**src/rtl/adder_pkg.sv**
```systemverilog
// rtl/adder_pkg.sv - shared opcode type, default sizing and parameter check for pipelined_adder
package adder_pkg;

  typedef enum logic {
    OP_ADD = 1'b0,
    OP_SUB = 1'b1
  } op_e;

  localparam int DEF_WIDTH  = 32;
  localparam int DEF_STAGES = 4;

  // The operands must split into STAGES equal, non-empty chunks.
  function automatic bit stage_ok(input int width, input int stages);
    return (stages > 0) && (width >= stages) && ((width % stages) == 0);
  endfunction

endpackage

```
**src/rtl/ripple_chunk.sv**
```systemverilog
// rtl/ripple_chunk.sv - combinational N-bit ripple-carry slice used by each pipeline stage
//   a, b      : chunk operands (b already inverted for subtract)
//   cin       : carry into bit 0
//   sum       : chunk sum
//   cout      : carry out of bit N-1
//   c_msb_in  : carry into bit N-1, used for signed overflow in the top chunk
module ripple_chunk
  import adder_pkg::*;
#(
  parameter int N = 8
) (
  input  logic [N-1:0] a,
  input  logic [N-1:0] b,
  input  logic         cin,
  output logic [N-1:0] sum,
  output logic         cout,
  output logic         c_msb_in
);

  logic carry;

  // One full-adder cell per bit; carry walks upward through the loop.
  always_comb begin
    sum      = '0;
    carry    = cin;
    c_msb_in = cin;
    for (int i = 0; i < N; i++) begin
      c_msb_in = carry;
      sum[i]   = a[i] ^ b[i] ^ carry;
      carry    = (carry & (a[i] ^ b[i])) | (a[i] & b[i]);
    end
    cout = carry;
  end

endmodule

```
**src/rtl/pipelined_adder.sv**
```systemverilog
// rtl/pipelined_adder.sv - pipelined ripple-carry adder/subtractor with valid/ready on both sides
//   clk, rst_n          : clock, asynchronous active-low reset
//   in_valid/in_ready   : operand handshake
//   in_a, in_b          : operands
//   in_cin              : carry-in (add) / borrow-in (subtract)
//   in_sub              : 0 = add, 1 = subtract
//   out_valid/out_ready : result handshake
//   out_sum             : result
//   out_cout            : carry out of MSB (subtract: 1 = no borrow)
//   out_ovf             : two's-complement overflow
module pipelined_adder
  import adder_pkg::*;
#(
  parameter int WIDTH  = DEF_WIDTH,
  parameter int STAGES = DEF_STAGES
) (
  input  logic             clk,
  input  logic             rst_n,
  input  logic             in_valid,
  output logic             in_ready,
  input  logic [WIDTH-1:0] in_a,
  input  logic [WIDTH-1:0] in_b,
  input  logic             in_cin,
  input  logic             in_sub,
  output logic             out_valid,
  input  logic             out_ready,
  output logic [WIDTH-1:0] out_sum,
  output logic             out_cout,
  output logic             out_ovf
);

  localparam int CHUNK = WIDTH / STAGES;

  if (!stage_ok(WIDTH, STAGES)) begin : g_bad_params
    $error("pipelined_adder: WIDTH must be a non-zero multiple of STAGES");
  end

  logic [STAGES-1:0] vld;
  logic [STAGES-1:0] take;   // stage can capture this cycle
  logic [STAGES-1:0] ld;     // stage captures a real transaction this cycle
  logic              free;

  logic [WIDTH-1:0]  s_a   [STAGES];
  logic [WIDTH-1:0]  s_b   [STAGES];
  logic [WIDTH-1:0]  s_sum [STAGES];
  logic              s_c   [STAGES];
  op_e               s_op  [STAGES];
  logic              ovf_q;

  logic [CHUNK-1:0]  ca    [STAGES];
  logic [CHUNK-1:0]  cb    [STAGES];
  logic [CHUNK-1:0]  cs    [STAGES];
  logic              cci   [STAGES];
  logic              cco   [STAGES];
  logic              cmsb  [STAGES];
  logic [WIDTH-1:0]  nsum  [STAGES];
  logic [WIDTH-1:0]  b_eff;

  assign b_eff = in_b ^ {WIDTH{in_sub}};

  // Walk from the output back to the input: a stage can take new data when
  // it is empty or when its own content moves on this cycle. This lets
  // bubbles collapse even while the output is stalled.
  always_comb begin
    take = '0;
    ld   = '0;
    free = out_ready;
    for (int k = STAGES - 1; k >= 0; k--) begin
      take[k] = !vld[k] || free;
      free    = take[k];
    end
    ld[0] = take[0] && in_valid;
    for (int k = 1; k < STAGES; k++) begin
      ld[k] = take[k] && vld[k-1];
    end
  end

  // Stage 0 adds straight from the inputs; later stages add their chunk of
  // the skewed operands with the carry registered by the previous stage.
  always_comb begin
    ca[0]  = in_a[CHUNK-1:0];
    cb[0]  = b_eff[CHUNK-1:0];
    cci[0] = in_cin ^ in_sub;
    for (int k = 1; k < STAGES; k++) begin
      ca[k]  = s_a[k-1][k*CHUNK +: CHUNK];
      cb[k]  = s_b[k-1][k*CHUNK +: CHUNK];
      cci[k] = s_c[k-1];
    end
  end

  for (genvar k = 0; k < STAGES; k++) begin : g_chunk
    ripple_chunk #(.N(CHUNK)) u_chunk (
      .a        (ca[k]),
      .b        (cb[k]),
      .cin      (cci[k]),
      .sum      (cs[k]),
      .cout     (cco[k]),
      .c_msb_in (cmsb[k])
    );
  end

  // Completed low chunks ride along; each stage drops in its own chunk.
  always_comb begin
    nsum[0]            = '0;
    nsum[0][CHUNK-1:0] = cs[0];
    for (int k = 1; k < STAGES; k++) begin
      nsum[k]                    = s_sum[k-1];
      nsum[k][k*CHUNK +: CHUNK]  = cs[k];
    end
  end

  always_ff @(posedge clk or negedge rst_n) begin
    if (!rst_n) begin
      vld   <= '0;
      ovf_q <= 1'b0;
      for (int k = 0; k < STAGES; k++) begin
        s_a[k]   <= '0;
        s_b[k]   <= '0;
        s_sum[k] <= '0;
        s_c[k]   <= 1'b0;
        s_op[k]  <= OP_ADD;
      end
    end else begin
      if (take[0]) begin
        vld[0] <= in_valid;
      end
      if (ld[0]) begin
        s_a[0]   <= in_a;
        s_b[0]   <= b_eff;
        s_sum[0] <= nsum[0];
        s_c[0]   <= cco[0];
        s_op[0]  <= op_e'(in_sub);
      end
      for (int k = 1; k < STAGES; k++) begin
        if (take[k]) begin
          vld[k] <= vld[k-1];
        end
        if (ld[k]) begin
          s_a[k]   <= s_a[k-1];
          s_b[k]   <= s_b[k-1];
          s_sum[k] <= nsum[k];
          s_c[k]   <= cco[k];
          s_op[k]  <= s_op[k-1];
        end
      end
      // Overflow only makes sense once the top chunk has been added.
      if (ld[STAGES-1]) begin
        ovf_q <= cmsb[STAGES-1] ^ cco[STAGES-1];
      end
    end
  end

  assign in_ready  = take[0];
  assign out_valid = vld[STAGES-1];
  assign out_sum   = s_sum[STAGES-1];
  assign out_cout  = s_c[STAGES-1];
  assign out_ovf   = ovf_q;

endmodule

```
**config.mk**
```make
export PLATFORM = sky130hd
export DESIGN_NAME = pipelined_adder
export DESIGN_NICKNAME = d
export VERILOG_FILES = /design/src/rtl/adder_pkg.sv /design/src/rtl/ripple_chunk.sv /design/src/rtl/pipelined_adder.sv
export SDC_FILE = /design/constraint.sdc
export NUM_CORES = 1
export LEC_CHECK = 0
export ABC_AREA = 1
export CORE_MARGIN = 4
export CORE_UTILIZATION = 50
export CTS_CLUSTER_SIZE = 28
export DETAILED_ROUTE_END_ITERATION = 10
export PLACE_DENSITY = 0.85
export SYNTH_ARGS = -nofsm -noshare
export SYNTH_HDL_FRONTEND = slang
export SYNTH_SLANG_ARGS = --single-unit
export TNS_END_PERCENT = 100
```
**constraint.sdc**
```tcl
create_clock -name clk -period 3.45 [get_ports clk]
set_input_delay 0.345 -clock clk [delete_from_list [all_inputs] [get_ports clk]]
set_output_delay 0.345 -clock clk [all_outputs]
set_load 0.02 [all_outputs]
```
# Word level (Yosys, flattened, before mapping)
# Cells that the tools add are included.
# word_totals
regBits	281
input_bits	70
output_inout_bits	36
word_cells	194
# classes
n_bitwise	163
n_reduce_logical	12
# ops
op	count
$xor A1 B1 Y1	66
$and A1 B1 Y1	64
$or A1 B1 Y1	32
$xor A32 B32 Y32	1
$logic_and A1 B1 Y1	4
$logic_not A1 Y1	4
$logic_or A1 B1 Y1	4

# Depth between registers and ports, before layout
# Gate-level depths: netlist of run 1.
# depth
ltp_word	18
depth_mapped	14

# Modules after synthesis
# From an unflattened synthesis of run 1, not the netlist that was laid out.
# unflattened
hier_cells	905
hier_area_um2	8286.7
# by_module_without_submodules
module	n_inst	cells_per_inst	area_each_um2	seq_area_each_um2
pipelined_adder	1	833	7495.9	4629.4
ripple_chunk	4	18	197.7	0.0

# Least setup slack after synthesis of run 1
# OpenSTA, ideal clock, no wires.
# synth_path
path_kind	input to register
start	input port in_sub
end	register s_sum, in the netlist nsum[71]
arrival_time_ns	4.204
required_time_ns	3.333
path_slack_ns	-0.871
path_stages	14
path_cell_list	buf_2 -> buf_2 -> xnor2_1 -> fa_1 -> fa_1 -> fa_1 -> fa_1 -> fa_1 -> fa_1 -> fa_1 -> inv_1 -> fa_1 -> nand3_1 -> nand2_1
# synth_lines
element	line	source
start: declaration	pipelined_adder.sv:24	input logic in_sub,
end signal: indexed assignment	pipelined_adder.sv:141	s_sum[k] <= nsum[k];
end: declaration	pipelined_adder.sv:45	logic [WIDTH-1:0] s_sum [STAGES];

# Worst setup path in the final report of run 1
# layout_path
start	register s_a, in the netlist ca[16]
end	register s_sum, in the netlist nsum[47]
# layout_via
elab_chain_cells	16
elab_cells_between_ends	17
# layout_rtl
element	line	source
start: declaration	pipelined_adder.sv:43	logic [WIDTH-1:0] s_a [STAGES];
start signal: indexed assignment	pipelined_adder.sv:139	s_a[k] <= s_a[k-1];
$xor A1 B1 Y1	ripple_chunk.sv:30	carry = (carry & (a[i] ^ b[i])) | (a[i] & b[i]);
$and A1 B1 Y1	ripple_chunk.sv:30	
$or A1 B1 Y1 *	ripple_chunk.sv:30	
$and A1 B1 Y1 *	ripple_chunk.sv:30	
$or A1 B1 Y1 *	ripple_chunk.sv:30	
$and A1 B1 Y1 *	ripple_chunk.sv:30	
$or A1 B1 Y1 *	ripple_chunk.sv:30	
$and A1 B1 Y1 *	ripple_chunk.sv:30	
$or A1 B1 Y1 *	ripple_chunk.sv:30	
$and A1 B1 Y1 *	ripple_chunk.sv:30	
$or A1 B1 Y1 *	ripple_chunk.sv:30	
$and A1 B1 Y1 *	ripple_chunk.sv:30	
$or A1 B1 Y1 *	ripple_chunk.sv:30	
$and A1 B1 Y1 *	ripple_chunk.sv:30	
$or A1 B1 Y1 *	ripple_chunk.sv:30	
$xor A1 B1 Y1 *	ripple_chunk.sv:29	sum[i] = a[i] ^ b[i] ^ carry;
# Mark *: on every way between the ends. The rest lies on a longest branch, timed or not.
# A chain may end at the register's enable or synchronous reset.

==> impl_metrics.toml, run 1 <==
[timing]
rsz0062_at_grt = "yes"
timing.fmax_ghz = 0.280
worst_pin_slew_ns = 0.813
finalWorstSetupSlack_ns = -0.117
fin_crit_ns = 3.57
post-route-period-util_pct = 103
slew_headroom_pct = 45.8
skew_ns = 0.0123
hold-worst-slack_ns = -0.0249
setup_viol = 5
hold_viol = 12
finalSetupTns_ns = -0.271
slew_violations = 0

[floorplan]
die_h_um = 137
coreArea_sq_mm = 0.0161
start_util_pct = 51.4
die_w_um = 137
io_pins = 106
core.rowCount = 46
die-area_sq_mm = 0.0186

[yosys]
synth-xor-area-share_pct = 3.60
synth_seq_cells = 185
syn-num-nets = 986
ys_types = 20
synth.area.mux_share_pct = 0
synth_warnings = 0
yosysSeqAreaShare_pct = 56.0
synth_top_family_by_area = "simple AND/OR/NAND/NOR gates"
syn_area_per_cell_sq_um = 9.34
synthAdderAreaFrac_pct = 7.76
synthSimpleGateAreaFrac_pct = 27.0
synthTopCellsByArea = "dfrtp_1, nand2_1, nand3_1"
yosys.area.top_type_share_pct = 56.0
synth.largest_area_cell = "dfrtp_1"
syn-instance-count = 884
synth_compound_area_share_pct = 0.727
synth_area_sq_mm = 0.00826

[worst_setup_path]
worstPathMaxFanout = 2
r2r_cells = 10
critical_path_buf_inv_count = 1
crit_chain = "fa_2, fa_2, fa_2, fa_2, fa_2, fa_2, fa_2, inv_2, fa_1, o21ai_1"
r2r_end = "nsum[47]"
slowest_delay_ns = 0.41
cp_common_cell = "fa_2"
criticalPathCategory = "reg2reg"
critPathLaunchType = "register"
reg2reg_slack_ns = -0.12
r2r_start = "ca[16]"
worstPathRequired_ns = 3.80
end_kind = "register"
cp.arrival_ns = 3.92
crit_slowest_cell = "dfrtp_1"
cpLargestDelayFamily = "adder cells"

[flow_run]
maxCapViolCount = 0

[routing]
drcViolationCount = 0
wire_per_inst_um = 14.6
via_per_inst = 5.13
first_pass_iters = 5
drtIter0Drc = 514
drt-total-wl_um = 17500
ant_nets = 0
vias = 6171

[power]
vdd_ir_drop_max_mv = 0.425
leakagePower_nw = 5.15
total_power_mw = 8.34
powerDensity_mw_per_mm2 = 816

[cells_and_area]
multi_input_area_sq_mm = 0.00332
layout_commonest_cell = "nand2_1"
syn_to_final_growth_pct = 23.8
num-nets-final = 1074
n_fill_cell = 1188
final_layout_size_suffix_gt1_share_pct = 10.8
final_cell_mix = "nand2_1, dfrtp_1, nand3_1"
register_area_sq_mm = 0.00463

[place]
place_hpwl_um = 11700
gp_congestion = 0.782
port_buffers = 105
dp_slack_ns = -0.785

[global_route]
grt_antenna_before_repair = 1
grt_first_pass_wirelength_um = 30000
grt_use_total_pct = 20.1
grt_max_degree = 94
overflow = 0
grt_pass1_vias = 6255

[run_status]
violations = "hold timing, setup timing"
outcome = "finished with violations"

[clocking]
clockRootBuffer = "clkbuf_16"
clk_latency_ns = 0.43
hold_buffers = 0
cts_buffers = 17
ctsLongestPathBuffers = 2
cts_tree = "built"
clk_pin_slew_ns = 0.07
htree_levels = 4
cts_sinks = 185

[min_path]
min_path_type = "in2async"
how the worst max path moves through the flow:
stage / slack, ns / to / cells past startpoint / startpoint
floorplan: -0.42 / nsum[71] / 14 / in_sub
global placement: -0.75 / nsum[71] / 13 / in_b[0]
detailed placement: -0.78 / nsum[71] / 13 / in_b[0]
CTS: -0.15 / nsum[47] / 10 / ca[16]
global route: -0.23 / nsum[47] / 10 / ca[16]
finish: -0.12 / nsum[47] / 10 / ca[16]
Yosys cell counts:
cell / count
nand2_1: 354
dfrtp_1: 185
nand3_1: 169
fa_1: 32
inv_1: 28
xor2_1: 26
buf_2: 25
clkbuf_1: 21
o21ai_0: 8
xnor2_1: 8
buf_1: 7
buf_4: 5
a21oi_1: 4
nor2_1: 4
buf_6: 2
inv_2: 2
nand2_2: 1
nand3_2: 1
nand4_2: 1
nor2_4: 1
report_power, final:
part / leakage (nW) / switching [mW] / internal [mW]
combinational: 2.53 / 1.61 / 1.19
clock: 0.320 / 0.822 / 1.31
sequential: 2.30 / 0.491 / 2.92
total: 5.15 / 2.92 / 5.42
layout make-up:
type	instances	area share, %
diodes	1	0.0245
clock buffers	18	4.29
multi-input cells	609	32.5
clock inverters	14	2.15
well taps	216	2.64
flip-flops and latches	185	45.3
inverters	30	1.10
repair buffers	129	12.0
worst reg2reg max path: cells and delay by family, from the launching register on:
kind            cells  cell delay, ns
buf+inv             1            0.06
fa+ha+maj           8            2.90
compound gates      1            0.12
flops               1            0.41
registers in the layout (all words and copies together), names as in the netlist, 3 cells and up:
signal	cells
ca	24
cb	24
cci	3
nsum	48
out_sum	32
s_a	24
s_b	24
vld	4
metal layers:
metal / global-route usage, % / vias up / part of all wire, %
li1: - / 2963 / -
met1: 27.7 / 2991 / 44
met2: 31.6 / 192 / 48
met3: 4.93 / 25 / 6.1
met4: 6.83 / 0 / 1.9
met5: 0 / - / 0
cells by family (layout without fill, tap and decap cells):
kind of cell | count (synthesis) | count (layout)
compound gates | 12 | 12
xor+xnor | 34 | 34
fa+ha+maj | 32 | 32
buf+inv | 90 | 191
flops | 185 | 185
other cells | 0 | 1
simple gates | 531 | 531
per-stage QoR:
stage               area (sq um)  util [%]  instances
floorplan                   8360         -        884
global placement            9520      59.3       1165
detailed placement          9520      59.3       1165
CTS                        10200      63.6       1201
global route               10200      63.7       1202
finish                     10200      63.7       1202
timing repair:
action / 4_1_cts / 5_1_grt
gates resized for setup: 16 / 8
buffers inserted: 4 / 0
setup endpoints to repair: 8 / 7
hold endpoints to repair: 0 / 0
pin swaps: 2 / 3
No activity file was read; power rests on OpenSTA's default activity.
==> inputs of run 2 (changes only) <==
--- a/config.mk
+++ b/config.mk
@@ -6,8 +6,10 @@
 export NUM_CORES = 1
 export LEC_CHECK = 0
 export ABC_AREA = 1
+export CAP_MARGIN = 20
 export CORE_MARGIN = 4
 export CORE_UTILIZATION = 50
+export CTS_BUF_LIST = sky130_fd_sc_hd__clkbuf_16
 export CTS_CLUSTER_SIZE = 28
 export DETAILED_ROUTE_END_ITERATION = 10
 export PLACE_DENSITY = 0.85
==> run 2 against run 1 <==
The run still ends with hold timing, setup timing left. Via count grew 0.13%. Utilization is 0.18 points higher. Clock skew shrank 0.0041 ns. Largest power group unchanged.
==> impl_metrics.toml, run 2 (same netlist as run 1, synthesis figures left out) <==
[run_status]
outcome = "finished with violations"
violations = "hold timing, setup timing"

[timing]
setup_viol = 4
rsz0062_at_grt = "yes"
slew_violations = 0
skew_ns = 0.00827
post-route-period-util_pct = 105
finalWorstSetupSlack_ns = -0.156
timing.fmax_ghz = 0.277
fin_crit_ns = 3.61
worst_pin_slew_ns = 0.803
slew_headroom_pct = 46.5
hold-worst-slack_ns = -0.0277
hold_viol = 27

[clocking]
clk_pin_slew_ns = 0.07
htree_levels = 4
clk_latency_ns = 0.43
clockRootBuffer = "clkbuf_16"
cts_sinks = 185
ctsLongestPathBuffers = 2
cts_buffers = 17
cts_tree = "built"

[floorplan]
die-area_sq_mm = 0.0186
die_w_um = 137
coreArea_sq_mm = 0.0161
core.rowCount = 46
die_h_um = 137
io_pins = 106
start_util_pct = 51.4

[place]
placed_area_sq_mm = 0.00952
dp_slack_ns = -0.785
place_inst = 1165
place_hpwl_um = 11700
gp_congestion = 0.782
port_buffers = 105

[worst_setup_path]
criticalPathCategory = "reg2reg"
end_kind = "register"
r2r_end = "nsum[47]"
r2r_cells = 10
critPathLaunchType = "register"
worstPathMaxFanout = 2
r2r_start = "ca[16]"
startpoint = "ca[16]"
cp.arrival_ns = 3.95
worstPathRequired_ns = 3.80
reg2reg_slack_ns = -0.16

[global_route]
grt_pass1_vias = 6194
grt_antenna_before_repair = 1
grt_first_pass_wirelength_um = 30300
grt_use_total_pct = 20.4
grt_max_degree = 94
overflow = 0

[cells_and_area]
syn_to_final_growth_pct = 24.2
design_area_sq_mm = 0.0103
largest_reg_flops = 48
final_layout_size_suffix_gt1_share_pct = 11.4
fin_cells = 1202
num-nets-final = 1074
final_cell_mix = "nand2_1, dfrtp_1, nand3_1"
layout_commonest_cell = "nand2_1"

[power]
seq_power_share_pct = 40.8
powerDensity_mw_per_mm2 = 816
swShare_pct = 35.3
p_comb_share_pct = 33.9
p_int_mw = 5.42
total_power_mw = 8.37
vdd_ir_drop_max_mv = 0.427
pwr-share-clk_pct = 25.3
leakagePower_nw = 5.16
switchingPower_mw = 2.95

[routing]
drcViolationCount = 0
via_per_inst = 5.14
wire_per_inst_um = 14.8
drtIter0Drc = 519
ant_nets = 0
vias = 6179
drt-total-wl_um = 17800
first_pass_iters = 5

[flow_run]
maxCapViolCount = 0

[min_path]
min_path_type = "in2async"
==> run 2: cell count changes in the layout (fill, tap and decap cells not counted), sizes merged <==
cell and change:
dlygate4sd2 -2, buf +1, clkbuf -1, clkinv +1, dlymetal6s2s +1
==> run 2: power by group through the flow <==
stage          registers (mW)  clock network [mW]  logic (mW)
2_1_floorplan            3.52                   0        1.59
3_3_place_gp             3.38                   0        2.59
4_1_cts                  3.41                2.14        2.82
6_report                 3.42                2.12        2.84
5_1_grt                  3.51                2.24        3.20
3_5_place_dp             3.42                   0        2.70
==> run 2: final cells by class <==
type / instances / area (sq um)
multi-input cells: 609 / 3350
diodes: 1 / 2.50
flip-flops and latches: 185 / 4630
inverters: 30 / 113
clock inverters: 15 / 224
clock buffers: 17 / 425
repair buffers: 129 / 1240
well taps: 216 / 270
fillers: 1185 / 5800
==> run 2: routing by layer <==
layer  part of all wire, %  track usage, %  up-vias  wire length (um)
li1                      -               -     2976                 -
met1                    44            28.3     2995              7870
met2                    48            31.9      183              8630
met3                   5.8            5.29       25              1030
met4                   1.7            6.16        0               306
met5                     0               0        -                 0
==> run 2: repair_timing <==
item | in CTS | in global routing
hold buffers | 0 | 0
setup buffers | 4 | 0
pin swaps | 1 | 7
setup endpoints to repair | 8 | 10
gates resized for setup | 13 | 25
==> run 2: worst max path at each step <==
stage | endpoint | slack [ns]
after global placement | nsum[71] | -0.75
after detailed placement | nsum[71] | -0.78
final | nsum[47] | -0.16
after global routing | nsum[47] | -0.26
after floorplan | nsum[71] | -0.42
after CTS | nsum[71] | -0.22
==> run 2: per-stage QoR <==
stage,util [%],setup TNS [ns]
2_1_floorplan,-,-0.735
3_3_place_gp,59.3,-2.05
4_1_cts,63.6,-0.552
3_5_place_dp,59.3,-2.42
5_1_grt,63.9,-0.842
6_report,63.9,-0.350
==> run 2: critical path, stage by stage, from the launching register on <==
cell	delay, ns
dfrtp_1	0.41
fa_2	0.40
fa_2	0.35
fa_2	0.35
fa_2	0.36
fa_2	0.35
fa_2	0.35
fa_2	0.35
inv_2	0.06
fa_2	0.43
o21ai_2	0.12
